[config.mk]
export PLATFORM = sky130hd
export DESIGN_NAME = tower_sprite_memory_flat
export DESIGN_NICKNAME = d
export VERILOG_FILES = /design/src/rtl/tower_sprite_memory_pkg.sv /design/src/rtl/tower_sprite_memory_if.sv /design/src/rtl/tower_sprite_memory_address_translator.sv /design/src/rtl/tower_sprite_memory.sv /design/src/flat_wrapper.sv
export SDC_FILE = /design/constraint.sdc
export NUM_CORES = 2
export LEC_CHECK = 0
export ABC_AREA = 1
export BUFFER_PORTS_ARGS = -buffer_cell sky130_fd_sc_hd__buf_2
export CAP_MARGIN = 10
export CORE_MARGIN = 2
export CORE_UTILIZATION = 45
export CTS_CLUSTER_SIZE = 8
export DETAILED_ROUTE_END_ITERATION = 8
export PLACE_DENSITY = 0.64
export SYNTH_ARGS = -nofsm -noshare
export SYNTH_HDL_FRONTEND = slang
export SYNTH_SLANG_ARGS = --single-unit
[constraint.sdc]
create_clock -name clk -period 3.8 [get_ports clk]
set_clock_uncertainty 0.1 [all_clocks]
set_input_delay 0.19 -clock clk [delete_from_list [all_inputs] [get_ports clk]]
set_output_delay 0.19 -clock clk [all_outputs]
set_load 0.01 [all_outputs]
[src/rtl/tower_sprite_memory_pkg.sv]
// -----------------------------------------------------------------------------
// tower_pkg
// Shared constants and types for the tower sprite storage/addressing slice of
// the 160x120 VGA game.
//   - Sprite and screen geometry (pixels).
//   - Coordinate and address widths derived from that geometry.
//   - Colour word type: 3 bits each of R, G, B.
// -----------------------------------------------------------------------------
package tower_pkg;

    localparam int SPRITE_W  = 20;
    localparam int SPRITE_H  = 20;
    localparam int SCREEN_W  = 160;
    localparam int SCREEN_H  = 120;
    localparam int COLOUR_W  = 9;

    // Coordinate widths are fixed by the sequencer's counters, not by the
    // geometry, so out-of-range coordinates are representable.
    localparam int SPRITE_XW = 5;
    localparam int SPRITE_YW = 5;
    localparam int SCREEN_XW = 8;
    localparam int SCREEN_YW = 7;

    // Linear address widths: 400 sprite entries, 19200 screen pixels.
    localparam int SPRITE_AW = 9;
    localparam int SCREEN_AW = 15;

    localparam int SPRITE_DEPTH = SPRITE_W * SPRITE_H;

    typedef logic [COLOUR_W-1:0] colour_t;

endpackage : tower_pkg

[src/rtl/tower_sprite_memory_if.sv]
// -----------------------------------------------------------------------------
// tower_sprite_memory_if
// Bus between the tower-drawing sequencer (master) and the sprite memory unit
// (slave).
//   sprite_x/sprite_y   : sprite-local coordinate, selects the RAM entry
//   sprite_addr         : linear sprite address, sprite_in_range flag
//   screen_x/screen_y   : screen coordinate to translate
//   screen_addr         : linear frame-buffer address, screen_in_range flag
//   wren/wdata          : sprite RAM write port
//   q                   : registered read colour
// -----------------------------------------------------------------------------
interface tower_sprite_memory_if;
    import tower_pkg::*;

    logic [SPRITE_XW-1:0] sprite_x;
    logic [SPRITE_YW-1:0] sprite_y;
    logic [SPRITE_AW-1:0] sprite_addr;
    logic                 sprite_in_range;

    logic [SCREEN_XW-1:0] screen_x;
    logic [SCREEN_YW-1:0] screen_y;
    logic [SCREEN_AW-1:0] screen_addr;
    logic                 screen_in_range;

    logic                 wren;
    colour_t              wdata;
    colour_t              q;

    modport master (
        output sprite_x, sprite_y, screen_x, screen_y, wren, wdata,
        input  sprite_addr, sprite_in_range, screen_addr, screen_in_range, q
    );

    modport slave (
        input  sprite_x, sprite_y, screen_x, screen_y, wren, wdata,
        output sprite_addr, sprite_in_range, screen_addr, screen_in_range, q
    );

endinterface : tower_sprite_memory_if

[src/rtl/tower_sprite_memory_address_translator.sv]
// -----------------------------------------------------------------------------
// address_translator
// Purely combinational (x, y) -> y*W + x translation with a range flag.
//   x        in  XW : column
//   y        in  YW : row
//   addr     out AW : y*W + x, computed at full width then truncated to AW
//   in_range out 1  : x < W and y < H
// Out-of-range coordinates still produce the truncated address; only the
// flag tells the caller not to trust it.
// -----------------------------------------------------------------------------
module address_translator #(
    parameter int W  = 20,
    parameter int H  = 20,
    parameter int XW = 5,
    parameter int YW = 5,
    parameter int AW = 9
) (
    input  logic [XW-1:0] x,
    input  logic [YW-1:0] y,
    output logic [AW-1:0] addr,
    output logic          in_range
);

    // Wide enough that y*W + x never overflows for any representable input.
    localparam int FW = XW + YW + $clog2(W + 1) + 1;

    // Full-width linear address, truncated to the output width, plus range test.
    always_comb begin
        addr     = AW'(FW'(y) * FW'(W) + FW'(x));
        in_range = (int'(x) < W) && (int'(y) < H);
    end

endmodule : address_translator

[src/rtl/tower_sprite_memory.sv]
// -----------------------------------------------------------------------------
// tower_sprite_memory
// Storage and addressing unit for the 20x20 tower sprite.
//   clk     in : clock
//   resetn  in : synchronous, active-low reset (clears q, blocks writes,
//                leaves RAM contents untouched)
//   bus        : tower_sprite_memory_if.slave
//                - sprite/screen coordinate translators (combinational)
//                - 400 x 9 single-port RAM, write-first, 1-cycle read into q
// Out-of-range sprite coordinates read as 0 and never write the RAM.
// -----------------------------------------------------------------------------
module tower_sprite_memory
    import tower_pkg::*;
#(
    parameter int    SPRITE_W  = tower_pkg::SPRITE_W,
    parameter int    SPRITE_H  = tower_pkg::SPRITE_H,
    parameter int    SCREEN_W  = tower_pkg::SCREEN_W,
    parameter int    SCREEN_H  = tower_pkg::SCREEN_H,
    parameter int    COLOUR_W  = tower_pkg::COLOUR_W,
    parameter string INIT_FILE = "tower.mif"
) (
    input  logic                  clk,
    input  logic                  resetn,
    tower_sprite_memory_if.slave  bus
);

    localparam int DEPTH = SPRITE_W * SPRITE_H;

    logic [SPRITE_AW-1:0] sprite_addr_s;
    logic                 sprite_in_range_s;

    // Image is preloaded by the FPGA configuration, not by logic.
    (* ram_init_file = INIT_FILE *)
    logic [COLOUR_W-1:0]  mem_r [0:DEPTH-1];
    logic [COLOUR_W-1:0]  q_r;

    address_translator #(
        .W  (SPRITE_W),
        .H  (SPRITE_H),
        .XW (SPRITE_XW),
        .YW (SPRITE_YW),
        .AW (SPRITE_AW)
    ) u_sprite_xlate (
        .x        (bus.sprite_x),
        .y        (bus.sprite_y),
        .addr     (sprite_addr_s),
        .in_range (sprite_in_range_s)
    );

    address_translator #(
        .W  (SCREEN_W),
        .H  (SCREEN_H),
        .XW (SCREEN_XW),
        .YW (SCREEN_YW),
        .AW (SCREEN_AW)
    ) u_screen_xlate (
        .x        (bus.screen_x),
        .y        (bus.screen_y),
        .addr     (bus.screen_addr),
        .in_range (bus.screen_in_range)
    );

    assign bus.sprite_addr     = sprite_addr_s;
    assign bus.sprite_in_range = sprite_in_range_s;
    assign bus.q               = q_r;

    // RAM write port: only in-range writes outside reset reach the array.
    always_ff @(posedge clk) begin
        if (resetn && bus.wren && sprite_in_range_s) begin
            mem_r[sprite_addr_s] <= bus.wdata;
        end
    end

    // Registered read: write-first on a colliding write, 0 when out of range.
    always_ff @(posedge clk) begin
        if (!resetn) begin
            q_r <= {COLOUR_W{1'b0}};
        end else if (!sprite_in_range_s) begin
            q_r <= {COLOUR_W{1'b0}};
        end else if (bus.wren) begin
            q_r <= bus.wdata;
        end else begin
            q_r <= mem_r[sprite_addr_s];
        end
    end

endmodule : tower_sprite_memory

[src/flat_wrapper.sv]
// flat-port wrapper written by rule: the top's interface ports become plain ports
module tower_sprite_memory_flat import tower_pkg::*;
#(
    parameter int    SPRITE_W  = tower_pkg::SPRITE_W,
    parameter int    SPRITE_H  = tower_pkg::SPRITE_H,
    parameter int    SCREEN_W  = tower_pkg::SCREEN_W,
    parameter int    SCREEN_H  = tower_pkg::SCREEN_H,
    parameter int    COLOUR_W  = tower_pkg::COLOUR_W,
    parameter string INIT_FILE = "         "
)
  (clk, resetn, bus_sprite_x, bus_sprite_y, bus_screen_x, bus_screen_y, bus_wren, bus_wdata, bus_sprite_addr, bus_sprite_in_range, bus_screen_addr, bus_screen_in_range, bus_q);
  tower_sprite_memory_if bus_i ();
  input  logic clk;
  input  logic resetn;
  input wire logic [$bits(bus_i.sprite_x)-1:0] bus_sprite_x;
  input wire logic [$bits(bus_i.sprite_y)-1:0] bus_sprite_y;
  input wire logic [$bits(bus_i.screen_x)-1:0] bus_screen_x;
  input wire logic [$bits(bus_i.screen_y)-1:0] bus_screen_y;
  input wire logic [$bits(bus_i.wren)-1:0] bus_wren;
  input wire logic [$bits(bus_i.wdata)-1:0] bus_wdata;
  output wire logic [$bits(bus_i.sprite_addr)-1:0] bus_sprite_addr;
  output wire logic [$bits(bus_i.sprite_in_range)-1:0] bus_sprite_in_range;
  output wire logic [$bits(bus_i.screen_addr)-1:0] bus_screen_addr;
  output wire logic [$bits(bus_i.screen_in_range)-1:0] bus_screen_in_range;
  output wire logic [$bits(bus_i.q)-1:0] bus_q;
  assign bus_i.sprite_x = bus_sprite_x;
  assign bus_i.sprite_y = bus_sprite_y;
  assign bus_i.screen_x = bus_screen_x;
  assign bus_i.screen_y = bus_screen_y;
  assign bus_i.wren = bus_wren;
  assign bus_i.wdata = bus_wdata;
  assign bus_sprite_addr = bus_i.sprite_addr;
  assign bus_sprite_in_range = bus_i.sprite_in_range;
  assign bus_screen_addr = bus_i.screen_addr;
  assign bus_screen_in_range = bus_i.screen_in_range;
  assign bus_q = bus_i.q;
  tower_sprite_memory #(.SPRITE_W(SPRITE_W), .SPRITE_H(SPRITE_H), .SCREEN_W(SCREEN_W), .SCREEN_H(SCREEN_H), .COLOUR_W(COLOUR_W), .INIT_FILE(INIT_FILE)) u_core (.clk(clk), .resetn(resetn), .bus(bus_i));
endmodule
## Word-level counts from Yosys, hierarchy flattened

Memories as Yosys holds them, arrays and structs flattened. A register that Yosys moved wholly into a read port is not among the register bits.
Index checks and enable logic that the tools add are counted.

- Bits in registers: 0
- RAM bits: 3600
- Output and inout port bits: 35
- Word-level logic and storage cells: 17
- Memories kept: 1

- $add $sub $neg: 2
- Multiply operators: 2
- $lt $le $gt $ge: 4
- Muxes and demuxes: 2
- Reduce and logical (&&, ||, !) cells: 6

Memory list:

| memory | words | bits a word | rd ports | clocked after memory_dff | write ports | line | text |
|---|---|---|---|---|---|---|---|
| u_core.mem_r | 400 | 9 | 1 | 1 | 1 | tower_sprite_memory.sv:34 | `logic [COLOUR_W-1:0] mem_r [0:DEPTH-1];` |

Operators by type and width:

| operator | count |
|---|---|
| $add A15 B8 Y15 | 1 |
| $lt A5 B5 Y1 const B | 2 |
| $mul A7 B3 Y10 const B | 1 |
| $add A9 B5 Y9 | 1 |
| $lt A8 B8 Y1 const B | 1 |
| $lt A7 B7 Y1 const B | 1 |
| $mul A5 B3 Y7 const B | 1 |
| $logic_and A1 B1 Y1 | 4 |
| $mux W1 | 2 |
| $reduce_and A2 Y1 | 1 |
| $logic_not A1 Y1 | 1 |

## Longest topological paths before layout

- Word-level depth: 5
- Gate-level depth with buffers: 18

## Cells and area by module

From an unflattened synthesis, not the netlist that was laid out.

- Cells, all modules: 13710
- Area, all modules: 148487.4 µm²

By module, submodules not included:

| module | times used | cells an instance | area each (µm²) | seq. area each (µm²) |
|---|---|---|---|---|
| tower_sprite_memory | 1 | 13565 | 147514.0 | 108283.9 |
| address_translator (u_core.u_screen_xlate) | 1 | 93 | 599.3 | 0.0 |
| address_translator (u_core.u_sprite_xlate) | 1 | 52 | 374.1 | 0.0 |

## Least setup slack after synthesis

No wires, ideal clock.

- Path type: input to register
- From: in bus_sprite_y[1]
- To: mem u_core.mem_r[324][0] (enable)
- Arrival time: 2.758 ns
- Data required time: 3.326 ns
- Slack: 0.568 ns
- Cell stages on the path: 15
- Path through: ha_1 ha_1 inv_1 fa_1 xor2_1 o21ai_1 nand2_1 inv_2 nor2_1 nand2_1 inv_1 buf_4 nand2_2 buf_2 nor2_1

- Elaborated cells on any way between the ends: 7
- Those cells by class: add/sub: 1; mul: 1; order compare: 1; mux: 2; reduce/logical: 2

RTL lines:

| what | line | text |
|---|---|---|
| start: declaration | flat_wrapper.sv:16 | `input wire logic [$bits(bus_i.sprite_y)-1:0] bus_sprite_y;` |
| $mul A5 B3 Y7 | tower_sprite_memory_address_translator.sv:29 | `addr = AW'(FW'(y) * FW'(W) + FW'(x));` |
| $add A9 B5 Y9 | tower_sprite_memory_address_translator.sv:29 |  |
| via bus_sprite_addr[7] | flat_wrapper.sv:21 | `output wire logic [$bits(bus_i.sprite_addr)-1:0] bus_sprite_addr;` |
| end: declaration | tower_sprite_memory.sv:34 |  |

The timed path passes the listed nets, and every way through them passes these cells.

## Final worst setup path

- From: in bus_sprite_y[1]
- To: mem u_core.mem_r[342][3] (enable)

- Longest elaborated chain between the ends: 5
- Elaborated cells on any way between the ends: 7
- Those cells by class: add/sub: 1; mul: 1; order compare: 1; mux: 2; reduce/logical: 2

Ends and longest elaborated chain:

| what |
|---|
| parallel branches: the longest is 5 deep, another holds $add A9 B5 Y9 |

Parallel ways; which one is timed is not known.

==> impl_results.md <==
* DRC Markers at 0
* Max_cap viols at 0
* CTS tree: yes
* Die width at 569 µm
* Status: complete, no violations
* Number of buffers added on ports at about 60
* Rel. slew slack at 23.2%
* Routability Congestion at 0.972
* Worst-case reg-to-reg path depth at 12
* CTS root buffer: clkbuf_16
* Starting Density at 45.2%
* Crit end category: flop
* Syn Area/Cell at 11.9 µm²
* Flops & latches, synth at 3609
* Post-route ant nets at 0
* Worst Path Arrival at 3.77 ns
* Via count at a little under 100k
* Yosys cell types at 38
* Critical path required time at around 4.4 ns
* Crit path max fanout at 16
* Clk_lat worst skew at 1.02 ns
* Hold WC Path Type: in2reg
* DP Cell Count at 16600
* Leakage at around 63 nW
* CTS sink cnt at 3609
* DRT iter0 DRCs at 12900
* Max clock buf depth at 4
* Post-Syn Nets at 12100
* Post-CTS Setup Bufs at 0
* Die Ht at around 570 µm
* Syn. warnings at 0
* Detailed placement HPWL at 258 mm
* Final period utilization at 83.8%
* Post-synth EDFFs at 3600
* Pwr/cell area at 547 nW/µm²
* Post-Syn Area at ~140000 µm²
* Maximum VDD drop at 449 µV
* Post-synthesis async set-or-reset flop share at 0%
* Critical Path Start Type: input pin
* RSZ-0062 raised after global routing: false
* CTS clock-pin slew for the worst setup and hold paths at 0.05 ns
* Share of layout cells above drive strength 1 at about an eighth
* First-pass GRT wire length at 631 mm
* Worst slew pin tran at 1.15 ns
* Sequential area share after synthesis at 75.5%
* Die area at 323000 µm²
* Core area at 318000 µm²
* Min Tclk post-route at around 3.2 ns
* Area Growth Syn to Fin at 18.0%
* Multi-input gate area at 32100 µm²
* Largest net degree at the start of global routing at 124
* CTS buffer count at ~520
* Most used DFF post-synth: edfxtp_1
* Register area at 108000 µm²
* Hold depth at 9
* Layout Cells excl Fill at about 17000
* Fin. max-slew vios at 0
* Num ports at 72
* Filler cell count at 26100
* Wirelength per Cell at 25.2 µm
* Final setup fails at 0
* Number of antenna violations at the first check in global routing at 14
* Global Route Usage Sum at 26.3%
* Number of global-route vias before repair at around 96000
* Worst Hold Margin at 0.121 ns
* Drt pass-1 iters at 6
* Total gr overflow at 0
* Fin. Hold Viols at 0
* Nets at 13000
* Drt via density at 5.65
* Final WL at 434 mm
* Rows at 207
* Crit path kind: in2reg
* Number of cells produced by synthesis at 12100
* H-tree depth at 6
* Fmax at roughly 310 MHz
per-stage QoR:
stage	instance area, µm²	TNS, ns	total power [W]	utilization [%]	setup WS (ns)
after detailed placement	155000	-141.43	0.0520	48.8	-0.329
after floorplan	143000	0	0.0479	-	0.568
after global routing	169000	0	0.0949	53.3	0.444
final	169000	0	0.0926	53.3	0.615
after global placement	155000	-284.94	0.0520	48.8	-0.438
after CTS	169000	0	0.0928	53.3	0.704
placed cells by master (no fill, tap or decap), types with 27 or more instances in the layout:
cell	n
a21oi_1	276
a22oi_1	110
buf_12	152
buf_2	50
buf_4	755
clkbuf_16	529
edfxtp_1	3600
inv_1	27
nand2_1	5553
nand3_1	152
nand4_1	395
nor2_1	917
o21ai_0	222
o21ai_1	66
what timing repair did:
item	CTS	global route
hold buffers	13	0
gates resized for setup	0	0
endpoints found under the hold margin	1385	0
cells by family (layout without fill, tap and decap cells):
family	Yosys count	in the layout	share of synthesized area (%)
DFF	3609	3609	75.5
AOI/OAI and AO/OA	682	682	2.58
adders and majority gates	26	26	0.248
xor gates and xnor gates	13	13	0.0846
and+or+nand+nor	7063	7063	19.4
buffers and inverters	688	1620	2.25
other	0	12	0
power breakdown:
| part | switching [W] | internal, W |
|---|---|---|
| Sequential | 0.0000126 | 0.0439 |
| Combinational | 0.00563 | 0.00191 |
| Clock | 0.0164 | 0.0247 |
| Total | 0.0220 | 0.0706 |
worst max-delay path: stages:
cell     delay (ns)
buf_2          0.13
ha_1           0.28
ha_1           0.16
inv_1          0.06
fa_1           0.59
inv_1          0.08
nand2_1        0.11
nor2_1         0.05
nand3_1        0.08
nand2_1        0.19
nor2_1         0.24
nand2_1        0.12
inv_1          0.46
nand2_2        0.53
nor2_1         0.25
buf_4          0.21
registers in the layout, indices dropped and copies added (netlist names):
| register | count |
|---|---|
| u_core.bus.q | 9 |
| u_core.mem_r | 3600 |
cell type report:
type                            instances  area share (%)
Tap cell                             4180            3.09
Clock buffer                          549            7.86
Timing Repair Buffer                  981            5.47
Clock inverter                         51           0.517
Antenna cell                           12          0.0177
Inverter                               39           0.117
Sequential cell                      3609            64.0
Multi-Input combinational cell       7784            19.0
layer usage:
layer  track usage (%)  up-vias  part of all wire [%]
met1              34.8    47700                    39
met2              42.5     5593                    47
met4              11.0        4                   4.4
met3              5.27      890                    10
li1                  -    43000                     -
met5                 0        -                0.0078
worst paths after layout:
kind	start	endpoint	slack, ns
setup / recovery	bus_sprite_y[1]	u_core.mem_r[342][3]	0.62
hold / removal	bus_sprite_y[4]	u_core.bus.q[6]	0.12
setup reg to reg	u_core.mem_r[109][3]	u_core.bus.q[3]	1.04
hold reg to reg	u_core.mem_r[386][7]	u_core.bus.q[7]	0.90
Yosys cell counts (all sizes together), types with 2 or more instances:
cell    instances  area share, %
fa              4          0.056
nand4         395            1.7
edfxtp       3600             75
xor2           10          0.066
a21oi         276           0.96
a22oi         110           0.58
o31ai           2          0.010
nand3         152           0.53
nor3            4          0.024
ha             22           0.19
nor2          928            2.5
a31oi           2         0.0087
dfxtp           9           0.13
nand2        5582             15
buf           449            1.6
inv            38           0.10
xnor2           3          0.018
o21ai         288            1.0
clkbuf        200           0.52
Power figures use the tool's default switching activity.
